[src/rtl/opl2_host_bus_master.sv]
// OPL2 host-bus initiator: sequences register writes (address then data phase, each followed by
// chip recovery) and status reads; one request at a time, req_ready low while a cycle is in flight.
module opl2_host_bus_master #(
    parameter int DATA_WIDTH       = 8,
    parameter int SETUP_CYCLES     = 1,
    parameter int STROBE_CYCLES    = 2,
    parameter int HOLD_CYCLES      = 1,
    parameter int ADDR_WAIT_CYCLES = 12,
    parameter int DATA_WAIT_CYCLES = 84
) (
    input  logic                  clk,
    input  logic                  ic_n,
    input  logic                  req_valid,
    output logic                  req_ready,
    input  logic                  req_rd,
    input  logic [DATA_WIDTH-1:0] req_addr,
    input  logic [DATA_WIDTH-1:0] req_data,
    output logic                  rsp_valid,
    output logic [DATA_WIDTH-1:0] rsp_data,
    output logic                  cs_n,
    output logic                  wr_n,
    output logic                  rd_n,
    output logic                  address,
    output logic [DATA_WIDTH-1:0] bus_dout,
    input  logic [DATA_WIDTH-1:0] bus_din
);

    localparam logic [3:0] IDLE     = 4'd0;
    localparam logic [3:0] A_SETUP  = 4'd1;
    localparam logic [3:0] A_STROBE = 4'd2;
    localparam logic [3:0] A_HOLD   = 4'd3;
    localparam logic [3:0] A_WAIT   = 4'd4;
    localparam logic [3:0] D_SETUP  = 4'd5;
    localparam logic [3:0] D_STROBE = 4'd6;
    localparam logic [3:0] D_HOLD   = 4'd7;
    localparam logic [3:0] D_WAIT   = 4'd8;
    localparam logic [3:0] R_SETUP  = 4'd9;
    localparam logic [3:0] R_STROBE = 4'd10;
    localparam logic [3:0] R_HOLD   = 4'd11;

    localparam int MAX_ST = (SETUP_CYCLES > STROBE_CYCLES) ? SETUP_CYCLES : STROBE_CYCLES;
    localparam int MAX_SH = (MAX_ST > HOLD_CYCLES) ? MAX_ST : HOLD_CYCLES;
    localparam int MAX_AW = (MAX_SH > ADDR_WAIT_CYCLES) ? MAX_SH : ADDR_WAIT_CYCLES;
    localparam int MAX_P  = (MAX_AW > DATA_WAIT_CYCLES) ? MAX_AW : DATA_WAIT_CYCLES;
    localparam int CW     = $clog2(MAX_P + 1);

    // Counter is loaded with (length - 1) and the phase ends when it reads zero.
    localparam logic [CW-1:0] LD_SETUP  = CW'(SETUP_CYCLES - 1);
    localparam logic [CW-1:0] LD_STROBE = CW'(STROBE_CYCLES - 1);
    localparam logic [CW-1:0] LD_HOLD   = CW'(HOLD_CYCLES - 1);
    localparam logic [CW-1:0] LD_AWAIT  = CW'((ADDR_WAIT_CYCLES > 0) ? ADDR_WAIT_CYCLES - 1 : 0);
    localparam logic [CW-1:0] LD_DWAIT  = CW'((DATA_WAIT_CYCLES > 0) ? DATA_WAIT_CYCLES - 1 : 0);

    logic [3:0]            state;
    logic [3:0]            nxt_state;
    logic [CW-1:0]         cnt;
    logic [CW-1:0]         nxt_load;
    logic [DATA_WIDTH-1:0] data_q;

    always_comb begin
        nxt_state = IDLE;
        case (state)
            A_SETUP:  nxt_state = A_STROBE;
            A_STROBE: nxt_state = A_HOLD;
            A_HOLD:   nxt_state = (ADDR_WAIT_CYCLES > 0) ? A_WAIT : D_SETUP;
            A_WAIT:   nxt_state = D_SETUP;
            D_SETUP:  nxt_state = D_STROBE;
            D_STROBE: nxt_state = D_HOLD;
            D_HOLD:   nxt_state = (DATA_WAIT_CYCLES > 0) ? D_WAIT : IDLE;
            R_SETUP:  nxt_state = R_STROBE;
            R_STROBE: nxt_state = R_HOLD;
            default:  nxt_state = IDLE;
        endcase
    end

    always_comb begin
        nxt_load = '0;
        case (nxt_state)
            A_SETUP, D_SETUP, R_SETUP:    nxt_load = LD_SETUP;
            A_STROBE, D_STROBE, R_STROBE: nxt_load = LD_STROBE;
            A_HOLD, D_HOLD, R_HOLD:       nxt_load = LD_HOLD;
            A_WAIT:                       nxt_load = LD_AWAIT;
            D_WAIT:                       nxt_load = LD_DWAIT;
            default:                      nxt_load = '0;
        endcase
    end

    always_ff @(posedge clk or negedge ic_n) begin
        if (!ic_n) begin
            state     <= IDLE;
            cnt       <= '0;
            address   <= 1'b0;
            bus_dout  <= '0;
            data_q    <= '0;
            rsp_valid <= 1'b0;
            rsp_data  <= '0;
        end else begin
            rsp_valid <= 1'b0;
            if (state == IDLE) begin
                if (req_valid && req_ready) begin
                    state   <= req_rd ? R_SETUP : A_SETUP;
                    cnt     <= LD_SETUP;
                    address <= 1'b0;
                    // Reads leave bus_dout untouched; writes capture both bytes now.
                    if (!req_rd) begin
                        bus_dout <= req_addr;
                        data_q   <= req_data;
                    end
                end
            end else if (cnt != '0) begin
                cnt <= cnt - CW'(1);
            end else begin
                state <= nxt_state;
                cnt   <= nxt_load;
                if (nxt_state == D_SETUP) begin
                    address  <= 1'b1;
                    bus_dout <= data_q;
                end
                if (state == R_STROBE) begin
                    rsp_data  <= bus_din;
                    rsp_valid <= 1'b1;
                end
            end
        end
    end

    // Strobes decode straight from state so the async reset releases them immediately.
    assign cs_n      = !(state inside {A_SETUP, A_STROBE, A_HOLD, D_SETUP, D_STROBE, D_HOLD,
                                       R_SETUP, R_STROBE, R_HOLD});
    assign wr_n      = !(state == A_STROBE || state == D_STROBE);
    assign rd_n      = !(state == R_STROBE);
    assign req_ready = ic_n && (state == IDLE);

endmodule

[config.mk]
export PLATFORM = sky130hd
export DESIGN_NAME = opl2_host_bus_master
export DESIGN_NICKNAME = d
export VERILOG_FILES = /design/src/rtl/opl2_host_bus_master.sv
export SDC_FILE = /design/constraint.sdc
export NUM_CORES = 1
export LEC_CHECK = 0
export BUFFER_PORTS_ARGS = -buffer_cell sky130_fd_sc_hd__buf_4
export CORE_UTILIZATION = 40
export DETAILED_ROUTE_END_ITERATION = 8
export HOLD_SLACK_MARGIN = 0.06
export PLACE_DENSITY = 0.74
export SLEW_MARGIN = 20
export SYNTH_ARGS = -nofsm -noshare
export SYNTH_HDL_FRONTEND = slang
export SYNTH_SLANG_ARGS = --single-unit
[constraint.sdc]
create_clock -name clk -period 3.75 [get_ports clk]
set_input_delay 0.1875 -clock clk [delete_from_list [all_inputs] [get_ports clk]]
set_output_delay 0.1875 -clock clk [all_outputs]
set_load 0.005 [all_outputs]
# After elaboration in Yosys (flattened, before gate mapping)
# Memory sizes are Yosys's and may differ from the RTL's.
# Index checks and enable logic that the tools add are counted.
totals:
  reg_bits: 37
  mem_bits_ro: 144
  inputBits: 28
  output_inout_bits: 22
  wordCells: 60
  memories: 2
classes:
  add_sub_neg: 1
  eq_ne: 13
  mux: 19
  bitwise: 3
  reduce_logical: 15
mem_list:
  columns: ["name", "words", "width", "read_ports", "rd_clocked_by_memory_dff", "write_ports", "line", "text"]
  rows:
  - ["(name not given)", 16, 5, 1, 0, 0, "78", "case (nxt_state)"]
  - ["(name not given)", 16, 4, 1, 0, 0, "62", "case (state)"]
ops:
  columns: ["cell", "n"]
  rows:
  - ["$mux W8", 5]
  - ["$mux W7", 3]
  - ["$eq A4 B3 Y1 const B", 4]
  - ["$mux W4", 4]
  - ["$eq A4 B4 Y1 const B", 3]
  - ["$reduce_and A3 Y1", 3]
  - ["$reduce_bool A9 Y1", 1]
  - ["$eq A4 B2 Y1 const B", 2]
  - ["$mux W1", 7]
  - ["$reduce_bool A7 Y1", 1]
  - ["$sub A7 B1 Y7 const B", 1]
  - ["$eq A4 B1 Y1 const B", 1]
  - ["$logic_not A4 Y1", 1]
  - ["$ne A2 B2 Y1 const B", 2]
  - ["$reduce_and A4 Y1", 1]
  - ["$logic_not A1 Y1", 3]
  - ["$not A1 Y1", 3]
  - ["$logic_and A1 B1 Y1", 2]
  - ["$ne A2 B1 Y1 const B", 1]
  - ["$reduce_and A2 Y1", 1]
  - ["$reduce_bool A2 Y1", 1]
  - ["$logic_or A1 B1 Y1", 1]

# Longest topological paths before layout
# Gate-level depths: netlist of the first run.
depth:
  word_depth: 5
  depth_mapped: 8
  ltp_nobuf: 7

# Worst setup path before layout of the first run
# OpenSTA, ideal clock, no wires.
synth_timing:
  kind: "register to register"
  start: "reg state[0]"
  end: "reg bus_dout[0]"
  setup_time_ns: 0.125
  arrival_time_ns: 2.406
  required_time_ns: 3.625
  slack_ns: 1.219
  path_stages_with_launch: 9
  path_buffers: 2
  synth_period_minus_slack_ns: 2.531
  cell_sequence: "dfrtp_1 > inv_1 > ha_1 > or3b_1 > buf_2 > or3_1 > buf_6 > a211oi_4 > mux2_2"
synth_between:
  elab_chain_len: 5
  elab_cells_between_ends: 11
  classes_between: "eq/ne (4); mux (1); reduce/logical (5); memory (1)"
synth_rtl:
  columns: ["item", "line", "text"]
  rows:
  - ["start, declared", "54", "logic [3:0] state;"]
  - ["start signal, assigned", "101", "state <= req_rd ? R_SETUP : A_SETUP;"]
  - ["start signal, assigned", "113", "state <= nxt_state;"]
  - ["branches (longest 5 deep; another with $mem_v2 Z16 W4)", null, null]
  - ["end signal, assigned", "106", "bus_dout <= req_addr;"]
  - ["end signal, assigned", "117", "bus_dout <= data_q;"]
  - ["end, declared", "24", "output logic [DATA_WIDTH-1:0] bus_dout,"]
# Several ways; the timed one is not identified.
# A chain may end at the register's enable or synchronous reset.

# Final worst setup path of the first run
layout_timing:
  start: "reg state[0]"
  end: "reg bus_dout[3]"
# Same word-level chain as after synthesis.

==> results of run 1 <==
-- what timing repair did --
action | in CTS | in global routing
endpoints found under the hold margin | 37 | 0
buffers inserted | 0 | 0
hold buffers | 1 | 0
-- layer usage --
| layer | track usage | part of all wire |
|---|---|---|
| met4 | 0.0675 | 0.015 |
| met5 | 0 | 0 |
| met2 | 0.291 | 0.49 |
| met1 | 0.235 | 0.46 |
| met3 | 0.0456 | 0.034 |
-- metrics by stage --
step	hold WS, ns	worst slack, ns
after floorplan	-0.108	1.22
after global placement	0.187	0.899
after detailed placement	0.187	0.794
after CTS	0.115	0.783
after global routing	0.120	0.618
final	0.120	0.814
-- flip-flops by register name, indices dropped and copies added (netlist names) --
register,count
bus_dout,8
data_q,8
rsp_data,8
cnt,7
state,4
address,1
rsp_valid,1
-- report_power, final --
| part | total (uW) | leakage (uW) | switching, uW | internal [uW] |
|---|---|---|---|---|
| logic | 46.8 | 0.000661 | 17.7 | 29.1 |
| clock network | 356 | 0.0000585 | 139 | 217 |
| registers | 409 | 0.000425 | 3.20 | 405 |
| total | 812 | 0.00114 | 160 | 651 |
-- layout by cell type (no fill, tap or decap), types with 2 or more instances in the layout --
cell type and count:
a21oi_1 8, and2_1 2, buf_4 52, clkbuf_8 6, dfrtp_1 37, ha_1 8, inv_1 8, mux2_2 24
nand2_1 39, nand2b_1 4, nand3_1 2, nor2_1 12, nor3_1 3, nor3b_1 2, nor4_1 2, o21ai_0 14
o22ai_1 2, o31ai_1 3
-- how the worst min path moves through the flow --
stage	depth (start not counted)	slack (ns)	start	end
global placement	1	0.19	ic_n	rsp_data[1]
global route	2	0.12	bus_din[4]	rsp_data[4]
floorplan	0	-0.11	ic_n	address
CTS	2	0.12	bus_din[4]	rsp_data[4]
detailed placement	1	0.19	ic_n	rsp_valid
finish	2	0.12	bus_din[4]	rsp_data[4]
-- logic make-up after synthesis --
family	Yosys count	synth area share
compound gates	39	0.128
fa+ha+maj	8	0.0502
buf+inv	18	0.0383
flops	37	0.464
mux	25	0.141
simple gates	75	0.179
-- layout make-up --
| class | instances | area, sq um |
|---|---|---|
| clock buffers | 7 | 86.3 |
| clock inverters | 1 | 30.0 |
| fillers | 469 | 2210 |
| inverters | 8 | 30.0 |
| multi-input cells | 147 | 992 |
| flip-flops and latches | 37 | 926 |
| well taps | 67 | 83.8 |
| repair buffers | 53 | 400 |
==> flow_metrics.env, run 1 <==
export IMPL_p_total_uw=812
export IMPL_final_nets=288
export IMPL_syn_inst=202
export IMPL_n_antenna_cell=0
export IMPL_irDropWorstVdd_uv=189
export IMPL_syn_avg_cell_area_sq_um=9.87
export IMPL_track_usage=0.180
export IMPL_path_depth=7
export IMPL_ant_nets=0
export IMPL_synth_ff_type="dfrtp_1"
export IMPL_period_share=0.783
export IMPL_crit_buf_inv=2
export IMPL_synthTopCellsByCount="nand2_1, dfrtp_1, mux2_2"
export IMPL_hpwl_um=3150
export IMPL_synth_edff_count=0
export IMPL_drc=0
export IMPL_final_cells=320
export IMPL_cts_made_buffers=5
export IMPL_grt_pass1_vias=1543
export IMPL_synth_top_area_cell="dfrtp_1"
export IMPL_ys_seq_area_frac=0.464
export IMPL_drv_cap=0
export IMPL_ys_warn_count=0
export IMPL_drive_gt1_frac=0.348
export IMPL_path_cells="inv_1, ha_1, or3b_1, buf_4, or3_1, a211oi_4, mux2_2"
export IMPL_post_drt_wl_per_cell_um=13.6
export IMPL_critical_path_max_stage_delay_ns=0.56
export IMPL_firstDrtPassIters=4
export IMPL_setup_tns_ns=0
export IMPL_cp_slowest_cell="or3_1"
export IMPL_synthArstFlopShare=1.00
export IMPL_dr_total_vias=1617
export IMPL_netlist_area_sq_um=1990
export IMPL_status="complete, no violations"
export IMPL_max_freq_ghz=0.341
export IMPL_cts_resized=0
export IMPL_clock_sinks=37
export IMPL_pin_count=50
export IMPL_fin_util=0.536
export IMPL_clock_latency_ns=0.29
export IMPL_placed_area_sq_um=2420
export IMPL_cp_top_family="simple AND/OR/NAND/NOR gates"
export IMPL_endpoint="bus_dout[3]"
export IMPL_grt_pass1_wl_um=7160
export IMPL_die_y_um=72.6
export IMPL_power_density_nw_per_um2=318
export IMPL_worstRegToRegCells=7
export IMPL_final_setup_viol_count=0
export IMPL_worstPathArrival_ns=3.11
export IMPL_final_cell_area_sq_um=2550
export IMPL_rr_endpoint="bus_dout[3]"
export IMPL_relSlewSlack=0.672
export IMPL_synth_seq_cells=37
export IMPL_tightest_slew_ns=0.489
export IMPL_cts_tree="built"
export IMPL_grt_max_degree=42
export IMPL_rows=25
export IMPL_htreeDepth=2
export IMPL_start_kind="flip-flop"
export IMPL_gp_congestion=0.806
export IMPL_startpoint="state[0]"
export IMPL_hold_viol=0
export IMPL_initial_utilization=0.419
export IMPL_required_ns=3.93
export IMPL_path_clk_slew_ns=0.07
export IMPL_ys_types=41
export IMPL_fin_crit_ns=2.94
export IMPL_p_leak_uw=0.00114
export IMPL_path_class="reg -> reg"
export IMPL_post_synth_top_count_cell="nand2_1"
export IMPL_netlist_area_leader_share=0.464
export IMPL_r2r_start="state[0]"
export IMPL_skew_ns=0.00444
export IMPL_r2r_setup_slack_ns=0.81
export IMPL_dieWidth_um=72.6
export IMPL_drt_iter0_drc=57
export IMPL_end_kind="flip-flop"
export IMPL_viasPerCell=5.05
export IMPL_synth_nets=238
export IMPL_rsz0062_at_grt="no"
export IMPL_totalWireLength_um=4360
export IMPL_overflow=0
export IMPL_clockBufferDepth=2
export IMPL_core_area_sq_um=4750
export IMPL_cts_root_buf="clkbuf_8"
export IMPL_drv_slew=0
export IMPL_hp_class="in -> reg"
export IMPL_synth_area_leaders="dfrtp_1, mux2_2, nand2_1"
export IMPL_cp_max_fo=15
export IMPL_port_buffers=49
export IMPL_die_area_sq_um=5270
export IMPL_antenna_found_initial=0
export IMPL_syn_to_final_growth_pct=27.8
export IMPL_dp_cells=311
Power figures use the tool's default switching activity.
==> run 2, diff against run 1 <==
Clock period 3.75 ns to 3 ns, I/O delays scaled along.
==> run 2 against run 1 <==
Against the previous run:
- register-to-register slack got worse by 0.37 ns
- critical path type unchanged
- critical path depth decreased by 1
- final area increased by 0.59%
- total power increased by 25%
- sequential share of layout area decreased by 0.21 points
- die area unchanged
- sequential cell count unchanged
- hold slack got worse by 0.034 ns
- clock skew decreased by 0.0012 ns
- global-route usage decreased by 0.49 points
- cell count increased by 0.63%
- combinational power increased by 25%
==> flow_metrics.env, run 2 (synthesized netlist as in run 1, its figures left out) <==
export IMPL_cts_root_buf="clkbuf_8"
export IMPL_seqPwrFrac=0.504
export IMPL_drc=0
export IMPL_r2r_start="state[0]"
export IMPL_endpoint="bus_dout[7]"
export IMPL_totalWireLength_um=4350
export IMPL_final_common_cell="buf_4"
export IMPL_final_cell_mix="buf_4, nand2_1, dfrtp_1"
export IMPL_dieWidth_um=72.6
export IMPL_post_drt_wl_per_cell_um=13.5
export IMPL_pin_count=50
export IMPL_power_frac_clock=0.439
export IMPL_r2r_setup_slack_ns=0.45
export IMPL_htreeDepth=2
export IMPL_antenna_found_initial=0
export IMPL_regArea_sq_um=926
export IMPL_port_buffers=49
export IMPL_p_leak_uw=0.00115
export IMPL_cts_made_buffers=5
export IMPL_relSlewSlack=0.651
export IMPL_grt_max_degree=41
export IMPL_dp_cells=313
export IMPL_worstPathArrival_ns=2.73
export IMPL_p_sw_frac=0.196
export IMPL_hp_class="in -> reg"
export IMPL_grt_pass1_wl_um=7040
export IMPL_startpoint="state[0]"
export IMPL_drt_iter0_drc=95
export IMPL_clockBufferDepth=2
export IMPL_rsz0062_at_grt="no"
export IMPL_firstDrtPassIters=4
export IMPL_fillCellCount=451
export IMPL_end_kind="flip-flop"
export IMPL_die_y_um=72.6
export IMPL_tightest_slew_ns=0.520
export IMPL_rr_endpoint="bus_dout[7]"
export IMPL_overflow=0
export IMPL_hpwl_um=3170
export IMPL_power_density_nw_per_um2=395
export IMPL_path_clk_slew_ns=0.07
export IMPL_syn_to_final_growth_pct=28.5
export IMPL_start_kind="flip-flop"
export IMPL_cp_max_fo=8
export IMPL_dr_total_vias=1659
export IMPL_clock_latency_ns=0.29
export IMPL_skew_ns=0.00324
export IMPL_setup_tns_ns=0
export IMPL_n_antenna_cell=0
export IMPL_clock_sinks=37
export IMPL_grt_pass1_vias=1562
export IMPL_cts_setup_buffers=0
export IMPL_final_cells=322
export IMPL_multi_input_area_sq_um=992
export IMPL_viasPerCell=5.15
export IMPL_top_regs="bus_dout (8), data_q (8), rsp_data (8)"
export IMPL_rows=25
export IMPL_drv_slew=0
export IMPL_fin_crit_ns=2.55
export IMPL_final_setup_viol_count=0
export IMPL_path_class="reg -> reg"
export IMPL_drive_gt1_frac=0.353
export IMPL_cts_tree="built"
export IMPL_period_share=0.852
export IMPL_max_freq_ghz=0.391
export IMPL_core_area_sq_um=4750
export IMPL_ant_nets=0
export IMPL_track_usage=0.175
export IMPL_status="complete, no violations"
export IMPL_switchingPower_uw=199
export IMPL_irDropWorstVdd_uv=235
export IMPL_die_area_sq_um=5270
export IMPL_gp_congestion=0.859
export IMPL_initial_utilization=0.419
export IMPL_drv_cap=0
export IMPL_p_int_uw=815
export IMPL_combPwrFrac=0.057
export IMPL_hold_viol=0
export IMPL_final_nets=290
export IMPL_required_ns=3.18
export IMPL_worstRegToRegCells=6
[run 2: cell count changes in the layout (fill, tap and decap cells not counted)]
| cell | previous run | this run |
|---|---|---|
| buf_4 | 52 | 54 |
[run 2: through the flow]
step	power [uW]	setup slack (ns)	area, sq um	hold slack, ns	util
floorplan	530	0.469	1990	-0.146	-
global placement	578	0.524	2440	0.256	0.513
detailed placement	579	0.454	2440	0.254	0.513
CTS	1020	0.437	2560	0.0815	0.539
global route	1050	0.299	2560	0.0830	0.539
finish	1010	0.445	2560	0.0854	0.539
[run 2: how the worst min path moves through the flow]
stage | cells after the start | slack, ns | start | to
5_1_grt | 2 | 0.08 | req_data[5] | data_q[5]
4_1_cts | 2 | 0.08 | req_data[5] | data_q[5]
2_1_floorplan | 0 | -0.15 | ic_n | address
3_5_place_dp | 2 | 0.25 | ic_n | cnt[2]
3_3_place_gp | 2 | 0.26 | ic_n | rsp_data[3]
6_report | 2 | 0.09 | bus_din[5] | rsp_data[5]
[run 2: cell type report]
type	count	area share
clock inverter	1	0.0117
tap	67	0.0327
sequential	37	0.361
inverter	8	0.0117
timing repair buffer	55	0.162
clock buffer	7	0.0337
multi-input combinational	147	0.387
[run 2: worst max-delay path: stages, from the launching register on]
cell      delay, ns
dfrtp_1        0.43
inv_1          0.14
ha_1           0.19
or3b_1         0.38
or3_1          0.42
a211oi_4       0.50
mux2_2         0.39
[run 2: per-layer routing]
metal	wire, um	up-vias	part of all wire	GRT usage
li1	-	806	-	-
met1	1940	791	0.45	0.219
met2	2080	53	0.48	0.288
met3	240	9	0.055	0.0401
met4	93	0	0.021	0.0850
met5	0	-	0	0
[run 2: power groups by stage]
stage	Sequential [uW]	Combinational (uW)	Clock, uW
6_report	511	58.3	444
3_5_place_dp	520	58.6	0
5_1_grt	511	64.5	470
3_3_place_gp	520	57.9	0
2_1_floorplan	520	9.80	0
4_1_cts	511	60.0	452
[run 2: repair_timing]
item,in CTS,in global routing
hold endpoints to repair,37,0
gates resized for setup,0,0
hold buffers,1,0
==> run 3, diff against run 2 <==
Settings changed: PLACE_DENSITY 0.74 to 0.76.
Clock period 3 ns to 2.1 ns, I/O delays scaled along.
==> run 3 against run 2 <==
Against the previous run:
- the flow now finishes with violations (setup timing)
- total power grew 29%
- non-clock buffer count is 38 higher
- sequential cell count did not move
- global-route usage increased by 1.9 points
- combinational power increased by 84%
- via count up 9.8%
- final area rose by 15%
- cell count rose by 12%
- die area unchanged
- first-iteration DRC count rose by 7.4%
==> flow_metrics.env, run 3 (synthesized netlist as in run 1, its figures left out) <==
export IMPL_final_setup_viol_count=8
export IMPL_core_area_sq_um=4750
export IMPL_status="complete, but fails checks"
export IMPL_htreeDepth=2
export IMPL_fillCellCount=400
export IMPL_hpwl_um=3430
export IMPL_grt_pass1_wl_um=7910
export IMPL_track_usage=0.195
export IMPL_top_regs="bus_dout (8), data_q (8), rsp_data (8)"
export IMPL_irDropWorstVdd_uv=410
export IMPL_cts_root_buf="clkbuf_8"
export IMPL_die_area_sq_um=5270
export IMPL_seqPwrFrac=0.557
export IMPL_port_buffers=49
export IMPL_initial_utilization=0.419
export IMPL_clock_sinks=37
export IMPL_drv_slew=0
export IMPL_min_from="bus_din[7]"
export IMPL_relSlewSlack=0.676
export IMPL_skew_ns=0.00355
export IMPL_dr_total_vias=1822
export IMPL_p_int_uw=1020
export IMPL_gp_congestion=0.836
export IMPL_path_class="reg -> reg"
export IMPL_grt_pass1_vias=1708
export IMPL_worstRegToRegCells=7
export IMPL_post_drt_wl_per_cell_um=13.5
export IMPL_antenna_found_initial=0
export IMPL_path_clk_slew_ns=0.07
export IMPL_ant_nets=0
export IMPL_overflow=0
export IMPL_firstDrtPassIters=4
export IMPL_cts_tree="built"
export IMPL_p_sw_frac=0.218
export IMPL_fin_crit_ns=2.20
export IMPL_worst_slack_ns=-0.0983
export IMPL_hold_end="rsp_data[7]"
export IMPL_start_kind="flip-flop"
export IMPL_rows=25
export IMPL_cp_max_fo=4
export IMPL_power_density_nw_per_um2=445
export IMPL_period_share=1.05
export IMPL_rr_endpoint="bus_dout[7]"
export IMPL_n_antenna_cell=0
export IMPL_drt_iter0_drc=102
export IMPL_final_nets=328
export IMPL_place_ws_ns=-0.154
export IMPL_tightest_slew_ns=0.486
export IMPL_worstPathArrival_ns=2.37
export IMPL_clockBufferDepth=2
export IMPL_holdPathStages=2
export IMPL_violations="setup timing"
export IMPL_fin_util=0.619
export IMPL_combPwrFrac=0.082
export IMPL_drv_cap=0
export IMPL_final_cell_mix="buf_4, nand2_1, dfrtp_1"
export IMPL_required_ns=2.27
export IMPL_clock_latency_ns=0.28
export IMPL_drc=0
export IMPL_final_common_cell="buf_4"
export IMPL_die_y_um=72.6
export IMPL_rsz0062_at_grt="yes"
export IMPL_totalWireLength_um=4870
export IMPL_pin_count=50
export IMPL_max_freq_ghz=0.455
export IMPL_syn_to_final_growth_pct=47.5
export IMPL_drive_gt1_frac=0.427
export IMPL_end_kind="flip-flop"
export IMPL_hold_viol=0
export IMPL_hp_class="in -> reg"
export IMPL_r2r_setup_slack_ns=-0.1
export IMPL_dieWidth_um=72.6
export IMPL_r2r_start="state[0]"
export IMPL_p_leak_uw=0.00138
export IMPL_cts_made_buffers=5
export IMPL_grt_max_degree=41
export IMPL_switchingPower_uw=286
export IMPL_viasPerCell=5.06
export IMPL_power_frac_clock=0.361
==> run 3: cell types whose count changed in the layout (fill, tap and decap cells not counted), sizes merged <==
cell | before | now
clkbuf | 7 | 6
clkinv | 0 | 2
bufinv | 1 | 0
dlygate4sd3 | 1 | 15
buf | 54 | 78
==> run 3: cell type report <==
cell class / count / area (sq um) / area share
clock buffer: 6 / 72.6 / 0.0247
sequential: 37 / 926 / 0.315
inverter: 8 / 30.0 / 0.0102
timing repair buffer: 93 / 756 / 0.257
tap: 67 / 83.8 / 0.0285
clock inverter: 2 / 10.0 / 0.00340
multi-input combinational: 147 / 1060 / 0.362
==> run 3: power groups by stage <==
stage	combinational (uW)	clock [uW]	sequential, uW
3_5_place_dp	84.0	0	743
4_1_cts	107	485	730
5_1_grt	117	519	731
6_report	107	473	730
3_3_place_gp	82.4	0	742
2_1_floorplan	14.0	0	743
==> run 3: worst max-delay path by stage <==
stage / start / to / slack [ns] / cells past startpoint
after floorplan: state[0] / bus_dout[0] / -0.37 / 8
after global placement: state[0] / bus_dout[3] / -0.11 / 7
after detailed placement: state[1] / bus_dout[3] / -0.15 / 7
after CTS: state[1] / bus_dout[7] / -0.10 / 7
after global routing: state[0] / bus_dout[7] / -0.15 / 7
final: state[0] / bus_dout[7] / -0.1 / 7
==> run 3: through the flow <==
step | area [sq um] | setup TNS [ns] | hold slack [ns] | total power [uW] | instances
2_1_floorplan | 2000 | -2.98 | -0.191 | 757 | 202
3_3_place_gp | 2630 | -0.871 | 0.191 | 825 | 336
3_5_place_dp | 2630 | -1.18 | 0.197 | 827 | 336
4_1_cts | 2930 | -0.642 | 0.0636 | 1320 | 359
5_1_grt | 2940 | -1.05 | 0.0695 | 1370 | 360
6_report | 2940 | -0.623 | 0.0620 | 1310 | 360
==> run 3: critical path, cell delays in order, from the launching register on <==
cell and delay, ns:
dfrtp_1 0.39, inv_2 0.08, ha_4 0.13, or3b_4 0.37, or3_4 0.39, a211oi_4 0.25, buf_6 0.15, mux2_2 0.32
==> run 3: per-layer routing <==
| layer | vias up | global-route usage | part of all wire | routed length [um] |
|---|---|---|---|---|
| met5 | - | 0 | 0 | 0 |
| met4 | 0 | 0.0458 | 0.0062 | 30 |
| met3 | 4 | 0.0414 | 0.041 | 202 |
| met2 | 47 | 0.343 | 0.52 | 2540 |
| met1 | 887 | 0.245 | 0.43 | 2100 |
| li1 | 884 | - | - | - |
==> run 3: what timing repair did <==
| item | CTS | global route |
|---|---|---|
| pin swaps | 1 | 0 |
| endpoints found under the setup margin | 9 | 16 |
| endpoints found under the hold margin | 51 | 0 |
| gates cloned | 0 | 0 |
| buffers inserted | 0 | 1 |
| hold buffers | 15 | 0 |
| gates resized for setup | 16 | 3 |
